--- config.mk ---
export PLATFORM = sky130hd
export DESIGN_NAME = reg_write_arbiter
export DESIGN_NICKNAME = d
export VERILOG_FILES = /design/src/rtl/reg_write_arbiter.sv
export SDC_FILE = /design/constraint.sdc
export NUM_CORES = 1
export LEC_CHECK = 0
export ABC_AREA = 1
export CAP_MARGIN = 20
export CORE_UTILIZATION = 42
export CTS_CLUSTER_SIZE = 12
export DETAILED_ROUTE_END_ITERATION = 10
export GPL_ROUTABILITY_DRIVEN = 0
export PLACE_DENSITY = 0.75
export SKIP_CTS_REPAIR_TIMING = 1
export SLEW_MARGIN = 0
export SYNTH_ARGS = -nofsm -noshare
export SYNTH_HDL_FRONTEND = slang
export SYNTH_SLANG_ARGS = --single-unit
--- constraint.sdc ---
create_clock -name clock_in -period 2.45 [get_ports clock_in]
set_clock_uncertainty 0.2 [all_clocks]
set_input_delay 0.245 -clock clock_in [delete_from_list [all_inputs] [get_ports clock_in]]
set_output_delay 0.245 -clock clock_in [all_outputs]
set_load 0.01 [all_outputs]
--- src/rtl/reg_write_arbiter.sv ---
// Round-robin write controller: shares one register-bank write path among
// NUM_REQ requesters, issuing a one-cycle set strobe, write data and ack.
//
// state    | meaning
// ---------+---------------------------------------------------------------
// ST_IDLE  | waiting for any request; grants the round-robin winner
// ST_WRITE | one-cycle write: ack/set/err/busy valid, pointer advances
module reg_write_arbiter #(
    parameter int NUM_REQ    = 4,
    parameter int NUM_REGS   = 4,
    parameter int ADDR_WIDTH = 2,
    parameter int DATA_WIDTH = 4
) (
    input  logic                           clock_in,
    input  logic                           reset_in,
    input  logic [NUM_REQ-1:0]             req_in,
    input  logic [NUM_REQ*ADDR_WIDTH-1:0]  addr_in,
    input  logic [NUM_REQ*DATA_WIDTH-1:0]  data_in,
    output logic [NUM_REQ-1:0]             ack_out,
    output logic [NUM_REGS-1:0]            set_out,
    output logic [DATA_WIDTH-1:0]          wdata_out,
    output logic                           err_out,
    output logic                           busy_out
);

    localparam int PTR_W = (NUM_REQ > 1) ? $clog2(NUM_REQ) : 1;

    typedef enum logic {
        ST_IDLE  = 1'b0,
        ST_WRITE = 1'b1
    } state_t;

    state_t                 state;
    logic [PTR_W-1:0]       rr_ptr;
    logic [PTR_W-1:0]       win_idx_q;
    logic [PTR_W-1:0]       ptr_next;
    logic [PTR_W:0]         cand;
    logic                   pick_valid;
    logic [PTR_W-1:0]       pick_idx;
    logic [ADDR_WIDTH-1:0]  pick_addr;
    logic [DATA_WIDTH-1:0]  pick_data;
    logic                   pick_in_range;

    // Scan requesters from rr_ptr upward (wrapping) and take the first active one
    always_comb begin
        cand       = '0;
        pick_valid = 1'b0;
        pick_idx   = '0;
        for (int k = 0; k < NUM_REQ; k++) begin
            cand = {1'b0, rr_ptr} + (PTR_W+1)'(k);
            if (cand >= (PTR_W+1)'(NUM_REQ)) begin
                cand = cand - (PTR_W+1)'(NUM_REQ);
            end
            if (!pick_valid && req_in[cand[PTR_W-1:0]]) begin
                pick_valid = 1'b1;
                pick_idx   = cand[PTR_W-1:0];
            end
        end
    end

    // Select the winner's address and data slices
    always_comb begin
        pick_addr = '0;
        pick_data = '0;
        for (int i = 0; i < NUM_REQ; i++) begin
            if (pick_idx == PTR_W'(i)) begin
                pick_addr = addr_in[i*ADDR_WIDTH +: ADDR_WIDTH];
                pick_data = data_in[i*DATA_WIDTH +: DATA_WIDTH];
            end
        end
    end

    // Extra MSB lets NUM_REGS == 2^ADDR_WIDTH compare without overflow
    assign pick_in_range = ({1'b0, pick_addr} < (ADDR_WIDTH+1)'(NUM_REGS));

    assign ptr_next = (win_idx_q == PTR_W'(NUM_REQ-1)) ? '0 : win_idx_q + 1'b1;

    // Arbitration FSM with registered strobes; wdata holds until the next grant
    always_ff @(posedge clock_in) begin
        if (!reset_in) begin
            state     <= ST_IDLE;
            rr_ptr    <= '0;
            win_idx_q <= '0;
            ack_out   <= '0;
            set_out   <= '0;
            err_out   <= 1'b0;
            busy_out  <= 1'b0;
            wdata_out <= '0;
        end else begin
            case (state)
                ST_IDLE: begin
                    if (pick_valid) begin
                        state     <= ST_WRITE;
                        win_idx_q <= pick_idx;
                        ack_out   <= NUM_REQ'(1) << pick_idx;
                        set_out   <= pick_in_range ? (NUM_REGS'(1) << pick_addr) : '0;
                        err_out   <= !pick_in_range;
                        wdata_out <= pick_data;
                        busy_out  <= 1'b1;
                    end
                end
                ST_WRITE: begin
                    state    <= ST_IDLE;
                    rr_ptr   <= ptr_next;
                    ack_out  <= '0;
                    set_out  <= '0;
                    err_out  <= 1'b0;
                    busy_out <= 1'b0;
                end
                default: begin
                    state <= ST_IDLE;
                end
            endcase
        end
    end

endmodule

# Yosys cells after proc, flatten, opt, wreduce, memory -nomap -nowiden
# Index checks and enable logic that the tools add are counted.
[word_totals]
reg_bits = 19
inputBits = 30
output_inout_bits = 14
wordCells = 79
[classes]
n_addsub = 8
order_cmp = 8
eq_ne = 5
shift = 2
muxes = 39
bitwise_logic = 1
n_reduce_logical = 8
[op_table]
columns = ["cell", "n"]
rows = [
  ["$mux W2", 13],
  ["$mux W4", 6],
  ["$pmux W4 S2", 2],
  ["$lt A2 B3 Y1 const B", 4],
  ["$mux W1", 11],
  ["$ge A3 B3 Y1 const B", 3],
  ["$bmux W1 S2", 4],
  ["$shl A1 B2 Y4 const A", 2],
  ["$sub A2 B1 Y2 const B", 4],
  ["$add A2 B2 Y3 const B", 2],
  ["$eq A2 B2 Y1 const B", 3],
  ["$pmux W1 S2", 3],
  ["$add A2 B1 Y3 const B", 1],
  ["$ge A2 B3 Y1 const B", 1],
  ["$logic_and A1 B1 Y1", 3],
  ["$logic_not A1 Y1", 3],
  ["$add A2 B1 Y2 const B", 1],
  ["$eq A2 B1 Y1 const B", 1],
  ["$logic_not A2 Y1", 1],
  ["$ne A2 B2 Y1 const B", 1],
  ["$reduce_and A2 Y1", 1],
  ["$not A1 Y1", 1],
]

# Logic depth before layout (Yosys ltp)
# Gate-level depths: netlist of run 1.
[depth]
ltp_word = 22
mapped_depth = 18
depth_no_buf = 18

# Worst setup path after synthesis of run 1
# No wires, ideal clock.
[synth_timing]
path_kind = "register -> register"
from = "register rr_ptr[0]"
to = "register wdata_out[0]"
setup_ps = 109
arrival_time_ps = 1653
required_ps = 2141
slack_ps = 488
stages_incl_launch_ff = 18
n_path_buf = 2
synth_period_minus_slack_ps = 1962
cell_sequence = "dfxtp_1 -> buf_6 -> nand2_1 -> nand3_2 -> nand2_4 -> nor2_8 -> nand3_4 -> nand3_2 -> nand2_4 -> buf_8 -> nand2_2 -> inv_2 -> nand2_1 -> nand2_1 -> a21oi_1 -> nand3_1 -> nand2_1 -> inv_1"
[synth_via]
elab_chain_cells = 19
word_cells_on_any_way = 46
cone_classes = "add/sub: 7; order compare: 4; eq/ne: 3; mux: 24; reduce/logical: 8"
[synth_lines]
columns = ["item", "line", "source"]
rows = [
  ["start: declaration", "34", "logic [PTR_W-1:0] rr_ptr;"],
  ["start signal: assignment", "104", "rr_ptr <= ptr_next;"],
  ["parallel branches: the longest is 19 deep, another holds $add A2 B1 Y3", "n/a", ""],
  ["end signal: assignment", "98", "wdata_out <= pick_data;"],
  ["end: declaration", "21", "output logic [DATA_WIDTH-1:0] wdata_out,"],
]
# Several ways; the timed one is not identified. The select of a mux whose other input is x is not followed.
# A chain may end at the register's enable or synchronous reset.

# Worst setup path in the final report of run 1
[layout_timing]
from = "register rr_ptr[0]"
to = "register wdata_out[2]"
# The elaborated chain is that of the path after synthesis.

==> run_results.csv, run 1 <==
group,metric,value,unit
layout,stdcell_count,260,
route,drt_wl_total,2940,um
floorplanning,start_util,0.450,
timing,setup_ws,252,ps
global_route,antenna_found_initial,0,
logic_synthesis,syn_inst,185,
clock_network,path_clk_slew,100,ps
setup_path,cpLargestDelayFamily,"simple AND/OR/NAND/NOR gates",
run,drv_cap,0,
logic_synthesis,syn_area_per_cell,6.82,sq um
power,peakVddDrop,0.496,mV
power,switching_share,0.468,
min_path,hold_depth,2,
logic_synthesis,synthArstFlopShare,0,
logic_synthesis,syn_area,1260,sq um
floorplanning,dieHeight,56.8,um
layout,final_cell_mix,"60 x nand2_1, 42 x clkdlybuf4s50_1, 18 x dfxtp_1, 17 x inv_1, 12 x nand3_1",
clock_network,cts_max_level,1,
route,vias,1306,
layout,antenna_cells,0,
clock_network,cts_tree,"built",
timing,period_needed,2200,ps
setup_path,reg2reg_depth,16,
logic_synthesis,ys.flop_type,"dfxtp_1",
route,drt_first_iter_violations,45,
outcome,status,"complete, but fails checks",
logic_synthesis,yosysSeqAreaShare,0.285,
layout,design_area,1730,sq um
clock_network,cts_root_buffer,"clkbuf_4",
setup_path,slowest_delay,370,ps
setup_path,critPathBufInv,4,
global_route,grt_usage,0.200,
setup_path,worstPathRequired,2460,ps
timing,period_share,0.897,
layout,final_common_cell,"nand2_1",
outcome,violations,"DRC",
setup_path,cp.arrival,2200,ps
setup_path,endpoint_kind,"register",
timing,grt_setup_unrepaired,"no",
timing,slew_violations,0,
route,vias_per_cell,5.02,
global_route,grt_max_degree,13,
logic_synthesis,synth-seq-cells,18,
floorplanning,fp.dieArea,3230,sq um
placement,dp_slack,51.4,ps
power,combPwrFrac,0.636,
clock_network,clock_latency,290,ps
setup_path,cpMaxStageDelayCell,"dfxtp_1",
timing,finalSetupViolations,0,
route,avgRoutedWirePerCell,11.3,um
clock_network,cts_num_sinks,18,
floorplanning,core,2810,sq um
power,p_seq_frac,0.271,
placement,dp_cells,257,
floorplanning,die_w,56.8,um
route,route.antenna.remaining_nets,0,
timing,fin_setup_tns,0,ps
global_route,grt_pass1_vias,1212,
setup_path,crit_top_cell,"nand2_1",
route,drt_first_pass_iters,7,
setup_path,path_depth,16,
layout,synthToLayoutAreaGrowth,37.1,%
power,clock_power_share,0.093,
logic_synthesis,yosys_warnings,0,
timing,max_freq,455,MHz
layout,multi_input_area,764,sq um
placement,dpl_cell_area,1710,sq um
setup_path,start_kind,"register",
timing,hold_viol,0,
logic_synthesis,yosysUniqueCellTypes,31,
layout,seq_area,360,sq um
clock_network,cts_buffer_depth,2,
power,cellInternalPower,0.000843,W
layout,fin_nets,262,
power,p_leak,0.822,nW
setup_path,worst-path-max-fanout,9,
setup_path,critPathKind,"register to register",
placement,io_buffer_count,42,
floorplanning,fp-row-count,19,
clock_network,cts_buffers,3,
placement,dpl.hpwl,2320,um
setup_path,crit_chain,"buf_4, nand2_1, nand3_1, nand2_1, a21oi_1, nand2_1, nand2_4, inv_2, nand2_2, inv_2, nand2_1, nand2_1, a21oi_1, nand3_1, nand2_1, inv_1",
logic_synthesis,synth_edf_count,0,
min_path,hold_class,"register to register",
layout,drive_gt1_frac,0.192,
power,power_density,916,nW/um^2
route,drcViolationCount,3,
global_route,grt_pass1_wl,5060,um
logic_synthesis,synth_nets,216,
floorplanning,pin_count,44,
global_route,gr-total-overflow,0,
power,switchingPower,0.000742,W
layout,fillers,271,
cell type report:
cell class	count	area share
inverters	25	0.0542
clock buffers	3	0.0130
multi-input cells	137	0.442
flip-flops and latches	18	0.208
well taps	31	0.0224
repair buffers	46	0.260
power by group through the flow:
stage                     Sequential [W]  Clock (W)  Combinational (W)
after CTS                       0.000429   0.000151            0.00101
after floorplan                 0.000458          0           0.000701
after global routing            0.000439   0.000166            0.00112
final                           0.000430   0.000147            0.00101
after global placement          0.000436          0           0.000996
after detailed placement        0.000434          0            0.00100
state kept, by name (all words and copies together), names as in the netlist:
register,flops
state,1
busy_out,1
rr_ptr,2
set_out,4
win_idx_q,2
ack_out,4
wdata_out,4
tightest hold or removal path: stages, from the launching register on:
cell and delay [ps]:
dfxtp_1 320, inv_1 50, a21oi_1 50
cell families after synthesis:
group / synth area share
AO/OA/AOI/OAI: 0.106
buffers and inverters: 0.109
adder cells (fa/ha/maj): 0.00991
other: 0.00297
AND/OR/NAND/NOR: 0.487
flip-flops: 0.285
through the flow:
step / power [W] / utilization / hold slack (ps)
detailed placement: 0.00144 / 0.609 / 243
global route: 0.00172 / 0.617 / 273
CTS: 0.00159 / 0.617 / 257
finish: 0.00159 / 0.617 / 257
floorplan: 0.00116 / - / 227
global placement: 0.00143 / 0.609 / 241
worst paths after layout:
path | start | to | slack (ps)
min reg2reg | busy_out | busy_out | 260
max | rr_ptr[0] | wdata_out[2] | 250
min | busy_out | busy_out | 260
max reg2reg | rr_ptr[0] | wdata_out[2] | 250
synth_stat cells (2+ instances only):
master	count	area share
inv_1	17	0.051
nor2_1	11	0.033
nand3_1	12	0.048
o21ai_0	3	0.012
nand2_4	7	0.062
nand2_2	6	0.030
inv_2	8	0.024
nand2_1	60	0.18
a41oi_1	2	0.014
nand4_1	2	0.0099
o21ai_1	4	0.016
a21oi_1	10	0.040
nor2_2	2	0.0099
nand4_2	2	0.020
buf_2	2	0.0079
nand3_2	5	0.040
dfxtp_1	18	0.29
per-layer routing:
metal  global-route usage  wire length [um]  vias to the layer above
met5                    0                 0                        -
met4               0.0871                51                        0
met3               0.0484               186                        6
met2                0.333              1380                       54
met1                0.244              1320                      564
li1                     -                 -                      682
No activity file was read; power rests on OpenSTA's default activity.
==> inputs of run 2 (changes only) <==
Settings changed: CORE_UTILIZATION 42 to 45, CTS_CLUSTER_DIAMETER set to 120, PLACE_DENSITY 0.75 to 0.8.
==> run 2 against run 1 <==
Effect of this change:
- via count is 1.4% higher
- critical endpoint unchanged
- register-to-register slack worse by 40 ps
- setup slack worse by 42 ps
- highest routed layer unchanged
- the run now ends clean
- combinational power hardly changed
- largest cell class unchanged
- die area is 6.4% lower
- count of clock-buffer cells in the layout is 1 higher
==> run_results.csv, run 2 (synthesis gave the netlist of run 1 again) <==
group,metric,value,unit
timing,fin_worst_hold_slack,261,ps
setup_path,cp.arrival,2240,ps
min_path,min_to,"set_out[0]",
setup_path,start_kind,"register",
clock_network,cts_buffers,3,
global_route,grt_pass1_wl,4880,um
layout,antenna_cells,0,
global_route,grt_max_degree,13,
timing,max_freq,446,MHz
setup_path,worstPathRequired,2450,ps
setup_path,reg2reg_from,"rr_ptr[0]",
clock_network,cts_buffer_depth,2,
floorplanning,start_util,0.492,
timing,hold_viol,0,
route,drt_first_iter_violations,24,
global_route,gr-total-overflow,0,
route,vias,1324,
floorplanning,fp-row-count,18,
route,route.antenna.remaining_nets,0,
floorplanning,dieHeight,55.0,um
floorplanning,fp.dieArea,3020,sq um
placement,dpl.hpwl,2530,um
layout,final_common_cell,"nand2_1",
timing,period_needed,2240,ps
layout,fillers,234,
clock_network,cts_num_sinks,18,
setup_path,rr_endpoint,"wdata_out[2]",
min_path,hold_class,"register to register",
setup_path,critPathKind,"register to register",
route,avgRoutedWirePerCell,12.2,um
timing,finalSetupViolations,0,
min_path,hold_depth,2,
placement,io_buffer_count,42,
timing,slew_violations,0,
timing,period_share,0.914,
layout,fin_nets,260,
setup_path,worst-path-max-fanout,10,
layout,top_regs,"ack_out (4), set_out (4), wdata_out (4)",
power,peakVddDrop,0.550,mV
global_route,grt_pass1_vias,1169,
layout,stdcell_count,258,
clock_network,path_clk_slew,110,ps
setup_path,reg2reg_slack,210,ps
route,drt_first_pass_iters,4,
setup_path,reg2reg_depth,16,
clock_network,cts_tree,"built",
power,p_leak,0.819,nW
route,vias_per_cell,5.13,
placement,dp_cells,254,
floorplanning,die_w,55.0,um
layout,synthToLayoutAreaGrowth,37.0,%
floorplanning,core,2570,sq um
route,drcViolationCount,0,
floorplanning,pin_count,44,
outcome,status,"completed",
clock_network,cts_max_level,1,
clock_network,cts_root_buffer,"clkbuf_4",
setup_path,endpoint_kind,"register",
clock_network,clock_latency,290,ps
power,power_density,939,nW/um^2
layout,drive_gt1_frac,0.193,
global_route,grt_usage,0.233,
run,drv_cap,0,
layout,final_cell_mix,"60 x nand2_1, 42 x clkdlybuf4s50_1, 17 x inv_1, 17 x dfxtp_1, 12 x nand3_1",
route,drt_wl_total,3150,um
min_path,hold_path.startpoint,"set_out[0]",
timing,grt_setup_unrepaired,"no",
global_route,antenna_found_initial,0,
## run 2: changes by cell type in the layout (fill, tap and decap cells not counted)
cell / previous run / this run
buf_4: 4 / 2
clkbuf_8: 0 / 1
dfxtp_1: 18 / 17
dfxtp_2: 0 / 1
## run 2: final cells by class
class | count | area (sq um) | share of cell area
clock buffer | 4 | 36.3 | 0.0210
tap | 30 | 37.5 | 0.0217
timing repair buffer | 44 | 435 | 0.252
inverter | 25 | 93.8 | 0.0543
sequential | 18 | 362 | 0.209
multi-input combinational | 137 | 764 | 0.442
## run 2: how the worst max path moves through the flow
| stage | from | to | slack, ps | cells past startpoint |
|---|---|---|---|---|
| after floorplan | rr_ptr[0] | wdata_out[0] | 490 | 17 |
| final | rr_ptr[0] | wdata_out[2] | 210 | 16 |
| after global routing | rr_ptr[0] | wdata_out[2] | 7 | 16 |
| after global placement | req_in[3] | wdata_out[2] | 90 | 18 |
| after CTS | rr_ptr[0] | wdata_out[2] | 220 | 16 |
| after detailed placement | req_in[3] | wdata_out[2] | -0.9 | 18 |
## run 2: per-layer routing
metal	GRT usage	part of all wire	up-vias
met5	0	0	-
met4	0.104	0.0083	0
met2	0.454	0.54	38
met3	0.0273	0.045	2
met1	0.245	0.41	601
li1	-	-	683
## run 2: worst max-delay path, stage by stage (launching register included)
cell,delay [ps]
dfxtp_1,360
buf_4,170
nand2_1,100
nand3_1,110
nand2_1,120
a21oi_1,170
nand2_1,100
nand2_4,160
inv_2,90
nand2_2,80
inv_2,50
nand2_1,60
nand2_1,50
a21oi_1,120
nand3_1,90
nand2_1,80
inv_1,40
## run 2: report_power, final
part | internal, W | switching [W]
logic | 0.000400 | 0.000604
clock network | 0.0000905 | 0.0000964
registers | 0.000378 | 0.0000533
## run 2: stage by stage
step                      TNS, ps  cell area [sq um]  worst slack [ps]  utilization  power, W
final                           0               1730               210        0.673   0.00162
after global routing            0               1730              6.77        0.673   0.00175
after CTS                       0               1730               225        0.673   0.00163
after detailed placement   -0.906               1690            -0.906        0.659   0.00143
after global placement          0               1690              94.9        0.659   0.00140
after floorplan                 0               1260               488            -   0.00116
==> inputs of run 3 (changes only) <==
Settings changed: SLEW_MARGIN 0 to 25.
==> results of run 3 <==
The final DEF is identical to that of run 2; final timing and power are the same.
